## src/rtl/riscv_core_icache_axi_rd_master.sv

```systemverilog
// I-cache refill master: turns a level miss request into one AXI4 INCR read burst,
// packs the returned beats into a cache line and answers with a four-phase done.
module riscv_core_icache_axi_rd_master #(
  parameter int ADDR_WIDTH     = 64,
  parameter int AXI_DATA_WIDTH = 64,
  parameter int LINE_WIDTH     = 256
) (
  input  logic                      i_clk,
  input  logic                      i_rst_n,
  input  logic                      i_mem_req,
  input  logic [ADDR_WIDTH-1:0]     i_addr,
  output logic                      o_mem_done,
  output logic [LINE_WIDTH-1:0]     o_block,
  output logic                      o_bus_err,
  output logic [ADDR_WIDTH-1:0]     o_araddr,
  output logic [7:0]                o_arlen,
  output logic [2:0]                o_arsize,
  output logic [1:0]                o_arburst,
  output logic                      o_arvalid,
  input  logic                      i_arready,
  input  logic [AXI_DATA_WIDTH-1:0] i_rdata,
  input  logic [1:0]                i_rresp,
  input  logic                      i_rlast,
  input  logic                      i_rvalid,
  output logic                      o_rready
);

  localparam int BEATS      = LINE_WIDTH / AXI_DATA_WIDTH;
  localparam int LINE_BYTES = LINE_WIDTH / 8;
  localparam int CNT_W      = (BEATS > 1) ? $clog2(BEATS) : 1;
  localparam logic [CNT_W-1:0]      LAST_BEAT = CNT_W'(BEATS - 1);
  localparam logic [ADDR_WIDTH-1:0] OFF_MASK  = ADDR_WIDTH'(LINE_BYTES - 1);

  typedef enum logic [1:0] {
    ST_IDLE = 2'd0,
    ST_AR   = 2'd1,
    ST_R    = 2'd2,
    ST_DONE = 2'd3
  } state_t;

  state_t                  state_r;
  state_t                  state_nxt_s;
  logic [CNT_W-1:0]        beat_cnt_r;
  logic [LINE_WIDTH-1:0]   block_r;
  logic [ADDR_WIDTH-1:0]   araddr_r;
  logic                    bus_err_r;
  logic                    arvalid_r;
  logic                    rready_r;
  logic                    done_r;
  logic                    accept_s;
  logic                    beat_ok_s;
  logic                    last_cnt_s;
  logic                    burst_end_s;

  assign accept_s    = (state_r == ST_IDLE) && i_mem_req;
  assign beat_ok_s   = (state_r == ST_R) && i_rvalid;
  assign last_cnt_s  = (beat_cnt_r == LAST_BEAT);
  // A burst ends on RLAST or on the final slot, whichever comes first.
  assign burst_end_s = beat_ok_s && (i_rlast || last_cnt_s);

  // Next-state decode for the refill sequence.
  always_comb begin
    state_nxt_s = state_r;
    case (state_r)
      ST_IDLE: begin
        if (i_mem_req) state_nxt_s = ST_AR;
        else           state_nxt_s = ST_IDLE;
      end
      ST_AR: begin
        if (i_arready) state_nxt_s = ST_R;
        else           state_nxt_s = ST_AR;
      end
      ST_R: begin
        if (burst_end_s) state_nxt_s = ST_DONE;
        else             state_nxt_s = ST_R;
      end
      ST_DONE: begin
        if (!i_mem_req) state_nxt_s = ST_IDLE;
        else            state_nxt_s = ST_DONE;
      end
      default: state_nxt_s = ST_IDLE;
    endcase
  end

  // State register.
  always_ff @(posedge i_clk or negedge i_rst_n) begin
    if (!i_rst_n) state_r <= ST_IDLE;
    else          state_r <= state_nxt_s;
  end

  // Handshake outputs registered from the next state so they track it exactly.
  always_ff @(posedge i_clk or negedge i_rst_n) begin
    if (!i_rst_n) begin
      arvalid_r <= 1'b0;
      rready_r  <= 1'b0;
      done_r    <= 1'b0;
    end else begin
      arvalid_r <= (state_nxt_s == ST_AR);
      rready_r  <= (state_nxt_s == ST_R);
      done_r    <= (state_nxt_s == ST_DONE);
    end
  end

  // Address latch, beat packing and sticky error flag.
  always_ff @(posedge i_clk or negedge i_rst_n) begin
    if (!i_rst_n) begin
      araddr_r   <= {ADDR_WIDTH{1'b0}};
      block_r    <= {LINE_WIDTH{1'b0}};
      bus_err_r  <= 1'b0;
      beat_cnt_r <= {CNT_W{1'b0}};
    end else if (accept_s) begin
      araddr_r  <= i_addr & ~OFF_MASK;
      bus_err_r <= 1'b0;
    end else if (beat_ok_s) begin
      block_r[beat_cnt_r*AXI_DATA_WIDTH +: AXI_DATA_WIDTH] <= i_rdata;
      // RLAST must coincide with the final slot; any mismatch is a protocol error.
      if ((i_rresp != 2'b00) || (i_rlast != last_cnt_s)) bus_err_r <= 1'b1;
      if (burst_end_s) beat_cnt_r <= {CNT_W{1'b0}};
      else             beat_cnt_r <= beat_cnt_r + CNT_W'(1);
    end
  end

  assign o_mem_done = done_r;
  assign o_block    = block_r;
  assign o_bus_err  = bus_err_r;
  assign o_araddr   = araddr_r;
  assign o_arvalid  = arvalid_r;
  assign o_rready   = rready_r;
  assign o_arlen    = 8'(BEATS - 1);
  assign o_arsize   = 3'($clog2(AXI_DATA_WIDTH / 8));
  assign o_arburst  = 2'b01;

endmodule

```

## config.mk

```make
export PLATFORM = sky130hd
export DESIGN_NAME = riscv_core_icache_axi_rd_master
export DESIGN_NICKNAME = d
export VERILOG_FILES = /design/src/rtl/riscv_core_icache_axi_rd_master.sv
export SDC_FILE = /design/constraint.sdc
export NUM_CORES = 1
export LEC_CHECK = 0
export ABC_AREA = 1
export BUFFER_PORTS_ARGS = -buffer_cell sky130_fd_sc_hd__buf_2
export CAP_MARGIN = 20
export CORE_AREA = 2 2 184 186
export CTS_CLUSTER_SIZE = 28
export DETAILED_ROUTE_END_ITERATION = 10
export DIE_AREA = 0 0 186 188
export PLACE_DENSITY_LB_ADDON = 0.3
export SYNTH_ARGS = -nofsm -noshare
export SYNTH_HDL_FRONTEND = slang
export SYNTH_SLANG_ARGS = --single-unit
```

## constraint.sdc

```tcl
create_clock -name i_clk -period 3.7 [get_ports i_clk]
set_input_delay 0.185 -clock i_clk [delete_from_list [all_inputs] [get_ports i_clk]]
set_output_delay 0.185 -clock i_clk [all_outputs]
set_load 0.02 [all_outputs]
```

==> results.json, run 1 <==
{
  "status": "finished, final reports clean",
  "ios": 473,
  "synth-main-ff-cell": "dfrtp_1",
  "grt_antenna_before_repair": 0,
  "layout_setup_ws_ns": 0.922,
  "cts_sinks": 323,
  "drt_iter0_markers": 1293,
  "ant_nets": 0,
  "diodes": 0,
  "areaGrowthSynthToFinish_pct": 33.0,
  "cellLeakagePower_nw": 10.5,
  "crit_path_max_fanout": 66,
  "drt_pass1_iterations": 7,
  "wirelength_um": 47700,
  "synth.distinct_cells": 21,
  "num_vias": 13657,
  "rows": 67,
  "grt_usage_pct": 27.0,
  "yosysTopAreaCell": "dfrtp_1",
  "drv_cap": 0,
  "min_period_ns": 2.78,
  "nets": 2249,
  "crit_chain": "inv_2 > ha_2 > buf_4 > nor3_4 > buf_4 > nand3_1 > nand2_1",
  "post-cts-setup-buffers": 0,
  "ys_top_cells_by_area": "dfrtp_1 57%, nand2_1 13%, nand3_1 9.3%",
  "remaining_drc_errors": 0,
  "grt_max_degree": 126,
  "dpl_cell_area_um2": 16300,
  "timing.fmax_ghz": 0.360,
  "start_util_pct": 42.6,
  "path_clk_slew_ns": 0.06,
  "numCtsBuffers": 36,
  "netlist_instances": 1604,
  "required_ns": 4.13,
  "ctsHoldBuffers": 125,
  "maxSlewHeadroom_pct": 29.0,
  "wire_per_inst_um": 18.5,
  "skew_ns": 0.0193,
  "design_area_um2": 18800,
  "powerDensity_nw_per_um2": 849,
  "insertion_delay_ns": 0.51,
  "yosys_warnings": 0,
  "slowest_delay_ns": 0.49,
  "core-area_um2": 33100,
  "cts-root-buf": "clkbuf_16",
  "synth_edf_count": 0,
  "netlist_area_um2": 14100,
  "drive_above_1_share_pct": 25.8,
  "place.gp.congestion": 0.854,
  "cp-start-kind": "flip-flop",
  "fill_cells": 2928,
  "vias_per_cell": 5.30,
  "yosysSeqAreaShare_pct": 57.3,
  "cts-resized-gates": 0,
  "dieArea_um2": 35000,
  "setup_tns_ns": 0,
  "worst_slew_pin_slew_ns": 1.06,
  "cts.htree.levels": 2,
  "worst-setup-path-type": "flip-flop to flip-flop",
  "syn_avg_cell_area_um2": 8.79,
  "place_ws_ns": 0.943,
  "slew_viol_final": 0,
  "setup_violations": 0,
  "cpMostUsedCell": "buf_4",
  "cp.arrival_ns": 3.21,
  "synthMostInstantiatedCell": "nand2_1",
  "cts_tree": "yes",
  "cp_slowest_cell": "dfrtp_1",
  "synth_common_cells": "503 x nand2_1, 323 x dfrtp_1, 262 x nand3_1",
  "ys_ff_latch": 323,
  "rsz0062_at_grt": "no",
  "die_x_um": 186,
  "final_core_util_pct": 56.7,
  "peakVddDrop_v": 0.000656,
  "hold_path_class": "primary input to flip-flop",
  "port_buffers": 449,
  "hold_viol": 0,
  "clock_path_buffers": 3,
  "ys_async_sr_fraction_pct": 100,
  "yosysTopAreaCellShare_pct": 57.3,
  "die_y_um": 188,
  "grt_pass1_vias": 13268,
  "hpwl_um": 29300,
  "grt_overflow": 0,
  "post-route-period-util_pct": 75.1,
  "grt_pass1_wl_um": 74700,
  "crit_path_end_kind": "flip-flop"
}
[worst max-delay path: cells and delay by family, from the launching register on]
family | cells | cell delay, ns
AND/OR/NAND/NOR | 3 | 0.53
flip-flops | 1 | 0.49
adder cells (fa/ha/maj) | 1 | 0.40
buffers and inverters | 3 | 1.26
[metal layers]
| metal | vias to the layer above | wire length (µm) | part of all wire, % | GRT usage [%] |
|---|---|---|---|---|
| li1 | 6250 | - | - | - |
| met3 | 159 | 3790 | 8.0 | 4.97 |
| met4 | 0 | 2760 | 5.8 | 13.5 |
| met1 | 6519 | 19200 | 40 | 35.3 |
| met5 | - | 0 | 0 | 0 |
| met2 | 729 | 22000 | 46 | 42.9 |
[sequential cells by signal (all words and copies together), names as in the netlist]
signal      cells
o_araddr       59
o_block       256
o_rready        1
o_arvalid       1
beat_cnt_r      2
o_bus_err       1
state_r         2
o_mem_done      1
[cell type report]
| class | count | area [µm²] | area share, % |
|---|---|---|---|
| flip-flops and latches | 323 | 8080 | 43.1 |
| multi-input cells | 1127 | 5050 | 26.9 |
| repair buffers | 599 | 3760 | 20.0 |
| clock buffers | 53 | 1090 | 5.79 |
| well taps | 448 | 561 | 2.99 |
| clock inverters | 9 | 145 | 0.774 |
| inverters | 19 | 73.8 | 0.394 |
[final timing paths]
kind	from	end	slack [ns]	cells after the start
worst max-delay path	beat_cnt_r[0]	o_block[38]	0.92	7
worst min-delay path	i_rresp[1]	o_bus_err	0.03	5
worst max register to register	beat_cnt_r[0]	o_block[38]	0.92	7
worst min register to register	o_araddr[19]	o_araddr[19]	0.48	2
max in group asynchronous	i_rst_n	o_block[112]	2.31	3
min in group asynchronous	i_rst_n	o_araddr[20]	0.39	2
[cell families after synthesis]
family / Yosys count / share of synthesized area (%)
simple gates: 842 / 25.4
flops: 323 / 57.3
compound gates: 260 / 9.23
buf+inv: 170 / 7.43
fa+ha+maj: 7 / 0.621
other cells: 2 / 0.0532
[placed cells by master, fill, tap and decap left out, drive strengths merged]
cell type | synthesis | routed
nand3 | 263 | 263
nor3 | 1 | 1
a21oi | 2 | 2
conb | 2 | 18
o21ai | 258 | 258
bufinv | 0 | 4
inv | 19 | 19
buf | 118 | 474
dfrtp | 323 | 323
ha | 7 | 7
nor2 | 73 | 73
clkbuf | 33 | 53
dlygate4sd3 | 0 | 125
nand2 | 505 | 505
clkinv | 0 | 5
[stage by stage]
stage | hold WS (ns) | total power [mW] | cells
finish | 0.0272 | 15.9 | 2578
global route | 0.0489 | 16.8 | 2578
CTS | 0.0152 | 15.9 | 2578
detailed placement | 0.372 | 12.0 | 2391
global placement | 0.374 | 11.9 | 2391
floorplan | -0.111 | 9.66 | 1620
[power breakdown]
part           leakage [nW]  total [mW]  switching (mW)  internal, mW
registers              4.37        5.25           0.617          4.63
logic                  5.57        6.93            5.14          1.79
clock network         0.611        3.75            1.44          2.30
(Power assumes the default switching activity.)
==> run 2, diff against run 1 <==
--- a/config.mk
+++ b/config.mk
@@ -8,10 +8,10 @@
 export ABC_AREA = 1
 export BUFFER_PORTS_ARGS = -buffer_cell sky130_fd_sc_hd__buf_2
 export CAP_MARGIN = 20
-export CORE_AREA = 2 2 184 186
+export CORE_AREA = 2 2 185 187
 export CTS_CLUSTER_SIZE = 28
 export DETAILED_ROUTE_END_ITERATION = 10
-export DIE_AREA = 0 0 186 188
+export DIE_AREA = 0 0 187 189
 export PLACE_DENSITY_LB_ADDON = 0.3
 export SYNTH_ARGS = -nofsm -noshare
 export SYNTH_HDL_FRONTEND = slang
==> constraint.sdc (replaced) <==
create_clock -name i_clk -period 2.6 [get_ports i_clk]
set_input_delay 0.13 -clock i_clk [delete_from_list [all_inputs] [get_ports i_clk]]
set_output_delay 0.13 -clock i_clk [all_outputs]
set_load 0.02 [all_outputs]
==> results.json, run 2 (synthesis results as in run 1) <==
{
  "areaGrowthSynthToFinish_pct": 34.3,
  "p_switching_mw": 10.3,
  "post-cts-setup-buffers": 0,
  "vias_per_cell": 5.28,
  "clock_path_buffers": 3,
  "p_int_mw": 12.5,
  "die_x_um": 187,
  "ios": 473,
  "cts.htree.levels": 2,
  "cp-start-kind": "flip-flop",
  "skew_ns": 0.00727,
  "path_clk_slew_ns": 0.06,
  "switching_share_pct": 45.0,
  "timing.fmax_ghz": 0.441,
  "remaining_drc_errors": 0,
  "grt_max_degree": 129,
  "grt_antenna_before_repair": 0,
  "powerDensity_nw_per_um2": 1200,
  "hold_path_class": "primary input to flip-flop",
  "pwr-share-clk_pct": 23.0,
  "die_y_um": 189,
  "min_period_ns": 2.27,
  "worst_slew_pin_slew_ns": 0.833,
  "status": "finished, final reports clean",
  "rsz0062_at_grt": "no",
  "hold_viol": 0,
  "dpl_cell_area_um2": 16400,
  "dieArea_um2": 35300,
  "drv_cap": 0,
  "diodes": 0,
  "ant_nets": 0,
  "design_area_um2": 18900,
  "slew_viol_final": 0,
  "drt_iter0_markers": 1084,
  "num_vias": 13677,
  "nets": 2262,
  "grt_pass1_vias": 13417,
  "finalPower_mw": 22.8,
  "cts_sinks": 323,
  "final_common_cell": "nand2_1",
  "p_comb_share_pct": 44.2,
  "grt_overflow": 0,
  "cp.arrival_ns": 2.69,
  "drive_above_1_share_pct": 26.0,
  "hpwl_um": 29900,
  "insertion_delay_ns": 0.50,
  "setup_violations": 0,
  "peakVddDrop_v": 0.000930,
  "post-route-period-util_pct": 87.3,
  "crit_path_max_fanout": 41,
  "cellLeakagePower_nw": 10.6,
  "final_cell_mix": "503 x nand2_1, 448 x buf_2, 323 x dfrtp_1",
  "place.gp.congestion": 0.879,
  "start_util_pct": 42.4,
  "cts_tree": "yes",
  "drt_pass1_iterations": 6,
  "grt_pass1_wl_um": 75000,
  "grt_usage_pct": 26.4,
  "setup_tns_ns": 0,
  "wirelength_um": 47600,
  "port_buffers": 449,
  "numCtsBuffers": 36,
  "cts-resized-gates": 0,
  "largest_reg_flops": 256,
  "rows": 67,
  "core-area_um2": 33300,
  "cts-root-buf": "clkbuf_16",
  "required_ns": 3.02,
  "wire_per_inst_um": 18.4,
  "maxSlewHeadroom_pct": 44.4,
  "crit_path_end_kind": "flip-flop",
  "pwr-share-seq_pct": 32.8,
  "worst-setup-path-type": "flip-flop to flip-flop"
}
==> run 2: changes by cell type in the layout (fill, tap and decap cells not counted), sizes merged <==
cell | previous run | this run
clkbuf | 53 | 52
dlygate4sd3 | 125 | 128
buf | 474 | 484
clkinv | 5 | 7
==> run 2: final timing paths <==
kind                       cells after the start  slack, ns            end          start
max                                            7       0.33   o_block[169]  beat_cnt_r[0]
min                                            4        0.1  beat_cnt_r[0]       i_rvalid
max reg2reg                                    7       0.33   o_block[169]  beat_cnt_r[0]
min reg2reg                                    2       0.47   o_araddr[37]   o_araddr[37]
max in group asynchronous                      3       1.55    o_block[64]        i_rst_n
min in group asynchronous                      2       0.22   o_araddr[61]        i_rst_n
==> run 2: cell type report <==
class | instances | area (µm²)
well taps | 448 | 561
inverters | 19 | 73.8
clock buffers | 52 | 1050
multi-input cells | 1127 | 5060
repair buffers | 612 | 3950
clock inverters | 11 | 163
fillers | 2930 | 14300
flip-flops and latches | 323 | 8080
==> run 2: critical path: stages (launching register included) <==
cell and delay [ns]:
dfrtp_1 0.54, inv_2 0.14, ha_4 0.52, inv_2 0.12
nor2_4 0.10, buf_4 0.41, nand3_1 0.15, o21ai_1 0.16
==> run 2: through the flow <==
stage	setup WS (ns)	hold slack [ns]	cells	util, %
finish	0.331	0.0969	2592	56.9
global placement	0.419	0.191	2401	49.4
CTS	0.327	0.0771	2592	56.9
floorplan	0.499	-0.166	1620	-
global route	0.161	0.110	2592	56.9
detailed placement	0.351	0.187	2401	49.4
==> run 2: what timing repair did <==
action / CTS / global route
setup endpoints to repair: 0 / 0
hold buffers: 128 / 0
hold endpoints to repair: 301 / 0
==> run 2: metal layers <==
layer  GRT usage, %  routed length, µm
met3           5.82               4070
met4           11.6               2080
met2           42.8              22600
met1           34.1              18800
met5              0                  0
==> run 2: power groups by stage <==
stage	Sequential [mW]	Clock [mW]	Combinational, mW
after floorplan	9.36	0	4.38
after global placement	7.44	0	9.70
after detailed placement	7.48	0	9.82
after global routing	7.64	5.57	10.8
after CTS	7.44	5.34	9.97
final	7.47	5.23	10.1
==> run 3, diff against run 2 <==
--- a/config.mk
+++ b/config.mk
@@ -6,12 +6,11 @@
 export NUM_CORES = 1
 export LEC_CHECK = 0
 export ABC_AREA = 1
-export BUFFER_PORTS_ARGS = -buffer_cell sky130_fd_sc_hd__buf_2
-export CAP_MARGIN = 20
-export CORE_AREA = 2 2 185 187
+export CORE_AREA = 2 2 186 188
 export CTS_CLUSTER_SIZE = 28
 export DETAILED_ROUTE_END_ITERATION = 10
-export DIE_AREA = 0 0 187 189
+export DIE_AREA = 0 0 188 190
+export DONT_BUFFER_PORTS = 1
 export PLACE_DENSITY_LB_ADDON = 0.3
 export SYNTH_ARGS = -nofsm -noshare
 export SYNTH_HDL_FRONTEND = slang
==> constraint.sdc (replaced) <==
create_clock -name i_clk -period 2.7 [get_ports i_clk]
set_input_delay 0.135 -clock i_clk [delete_from_list [all_inputs] [get_ports i_clk]]
set_output_delay 0.135 -clock i_clk [all_outputs]
set_load 0.02 [all_outputs]
==> results.json, run 3 (synthesis results as in run 1) <==
{
  "hold_path_class": "primary input to asynchronous set/reset pin",
  "slew_viol_final": 0,
  "crit_path_max_fanout": 64,
  "core-area_um2": 33900,
  "areaGrowthSynthToFinish_pct": 18.1,
  "dieArea_um2": 35700,
  "design_area_um2": 16700,
  "cellLeakagePower_nw": 8.35,
  "drt_iter0_markers": 956,
  "whs_ns": -0.690,
  "p_switching_mw": 9.44,
  "grt_usage_pct": 24.6,
  "ant_nets": 0,
  "maxSlewHeadroom_pct": 31.2,
  "grt_max_degree": 324,
  "worst-setup-path-type": "flip-flop to flip-flop",
  "pwr-share-seq_pct": 46.8,
  "required_ns": 3.12,
  "wirelength_um": 45000,
  "clock_path_buffers": 3,
  "start_util_pct": 41.5,
  "p_int_mw": 10.9,
  "p_comb_share_pct": 28.8,
  "num_vias": 11935,
  "vias_per_cell": 5.55,
  "peakVddDrop_v": 0.00104,
  "violations": "hold timing",
  "dpl_cell_area_um2": 14000,
  "rows": 68,
  "grt_overflow": 0,
  "grt_antenna_before_repair": 4,
  "cts_tree": "yes",
  "final_cell_mix": "503 x nand2_1, 323 x dfrtp_1, 261 x nand3_1",
  "die_x_um": 188,
  "cp-start-kind": "flip-flop",
  "cts_sinks": 323,
  "crit_path_end_kind": "flip-flop",
  "worst_slew_pin_slew_ns": 1.03,
  "setup_violations": 0,
  "setup_tns_ns": 0,
  "final_common_cell": "nand2_1",
  "grt_pass1_wl_um": 69700,
  "cts-resized-gates": 0,
  "place.gp.congestion": 0.817,
  "hpwl_um": 26300,
  "post-cts-setup-buffers": 0,
  "die_y_um": 190,
  "ctsHoldBuffers": 143,
  "cts.htree.levels": 2,
  "insertion_delay_ns": 0.52,
  "switching_share_pct": 46.5,
  "powerDensity_nw_per_um2": 1220,
  "min_period_ns": 2.15,
  "drive_above_1_share_pct": 5.67,
  "wire_per_inst_um": 20.9,
  "largest_reg_flops": 256,
  "rsz0062_at_grt": "no",
  "ios": 473,
  "drv_cap": 0,
  "cts-root-buf": "clkbuf_16",
  "nets": 1812,
  "pwr-share-clk_pct": 24.4,
  "remaining_drc_errors": 0,
  "port_buffers": 0,
  "skew_ns": 0.0330,
  "post-route-period-util_pct": 79.7,
  "drt_pass1_iterations": 6,
  "grt_pass1_vias": 11755,
  "hold_viol": 323,
  "numCtsBuffers": 35,
  "timing.fmax_ghz": 0.465,
  "cp.arrival_ns": 2.57,
  "status": "complete, but fails checks",
  "path_clk_slew_ns": 0.06
}
==> run 3: cell count changes in the layout (fill, tap and decap cells not counted), moves of 3 or more <==
| cell | before | now |
|---|---|---|
| clkbuf_8 | 7 | 12 |
| buf_4 | 23 | 13 |
| buf_12 | 12 | 7 |
| buf_2 | 448 | 0 |
| clkinvlp_4 | 0 | 3 |
| diode_2 | 0 | 3 |
| clkbuf_1 | 8 | 4 |
| dlygate4sd3_1 | 128 | 143 |
==> run 3: routing by layer <==
layer,vias to the layer above,share of wire [%],track usage [%]
met1,5765,39,30.7
met5,-,0.029,0
met3,111,9.6,7.32
met4,2,4.5,10.6
li1,5365,-,-
met2,692,47,39.9
==> run 3: path summary, 6_finish.rpt <==
kind | startpoint | slack [ns] | cells after the start | end
setup / recovery | beat_cnt_r[0] | 0.55 | 6 | o_block[232]
hold / removal | i_rst_n | -0.69 | 0 | o_araddr[11]
setup reg to reg | beat_cnt_r[0] | 0.55 | 6 | o_block[232]
hold reg to reg | state_r[0] | 0.61 | 2 | o_mem_done
max in group asynchronous | i_rst_n | 2.96 | 0 | o_block[42]
min in group i_clk | i_mem_req | 0.02 | 4 | o_araddr[13]
==> run 3: power by group through the flow <==
| stage | combinational [mW] | sequential [mW] | clock, mW |
|---|---|---|---|
| final | 5.85 | 9.51 | 4.96 |
| after detailed placement | 5.54 | 9.53 | 0 |
| after global routing | 6.46 | 9.64 | 5.26 |
| after global placement | 5.41 | 9.54 | 0 |
| after floorplan | 4.22 | 9.02 | 0 |
| after CTS | 5.79 | 9.49 | 5.05 |
==> run 3: critical path: stages, from the launching register on <==
cell and delay [ns]:
dfrtp_1 0.54, inv_2 0.11, ha_2 0.34, inv_2 0.09
buf_4 0.67, nand3_1 0.16, nand2_1 0.11
==> run 3: through the flow <==
stage / util (%) / total power [mW] / hold slack, ns / instances / setup WS (ns)
4_1_cts: 49.0 / 20.3 / -0.709 / 2148 / 0.558
5_1_grt: 49.1 / 21.4 / -0.716 / 2150 / 0.399
6_report: 49.1 / 20.3 / -0.690 / 2151 / 0.548
2_1_floorplan: - / 13.2 / -0.161 / 1620 / 0.599
3_3_place_gp: 41.3 / 15.0 / -0.155 / 1944 / 0.646
3_5_place_dp: 41.3 / 15.1 / -0.156 / 1944 / 0.596
==> run 3: final cells by class <==
type                            count  area (µm²)
Fill cell                        3103       17300
Sequential cell                   323        8080
Multi-Input combinational cell   1127        5050
Timing Repair Buffer              163        1670
Clock buffer                       53        1110
Tap cell                          455         569
Clock inverter                      8        97.6
Inverter                           19        73.8
Antenna cell                        3        7.51
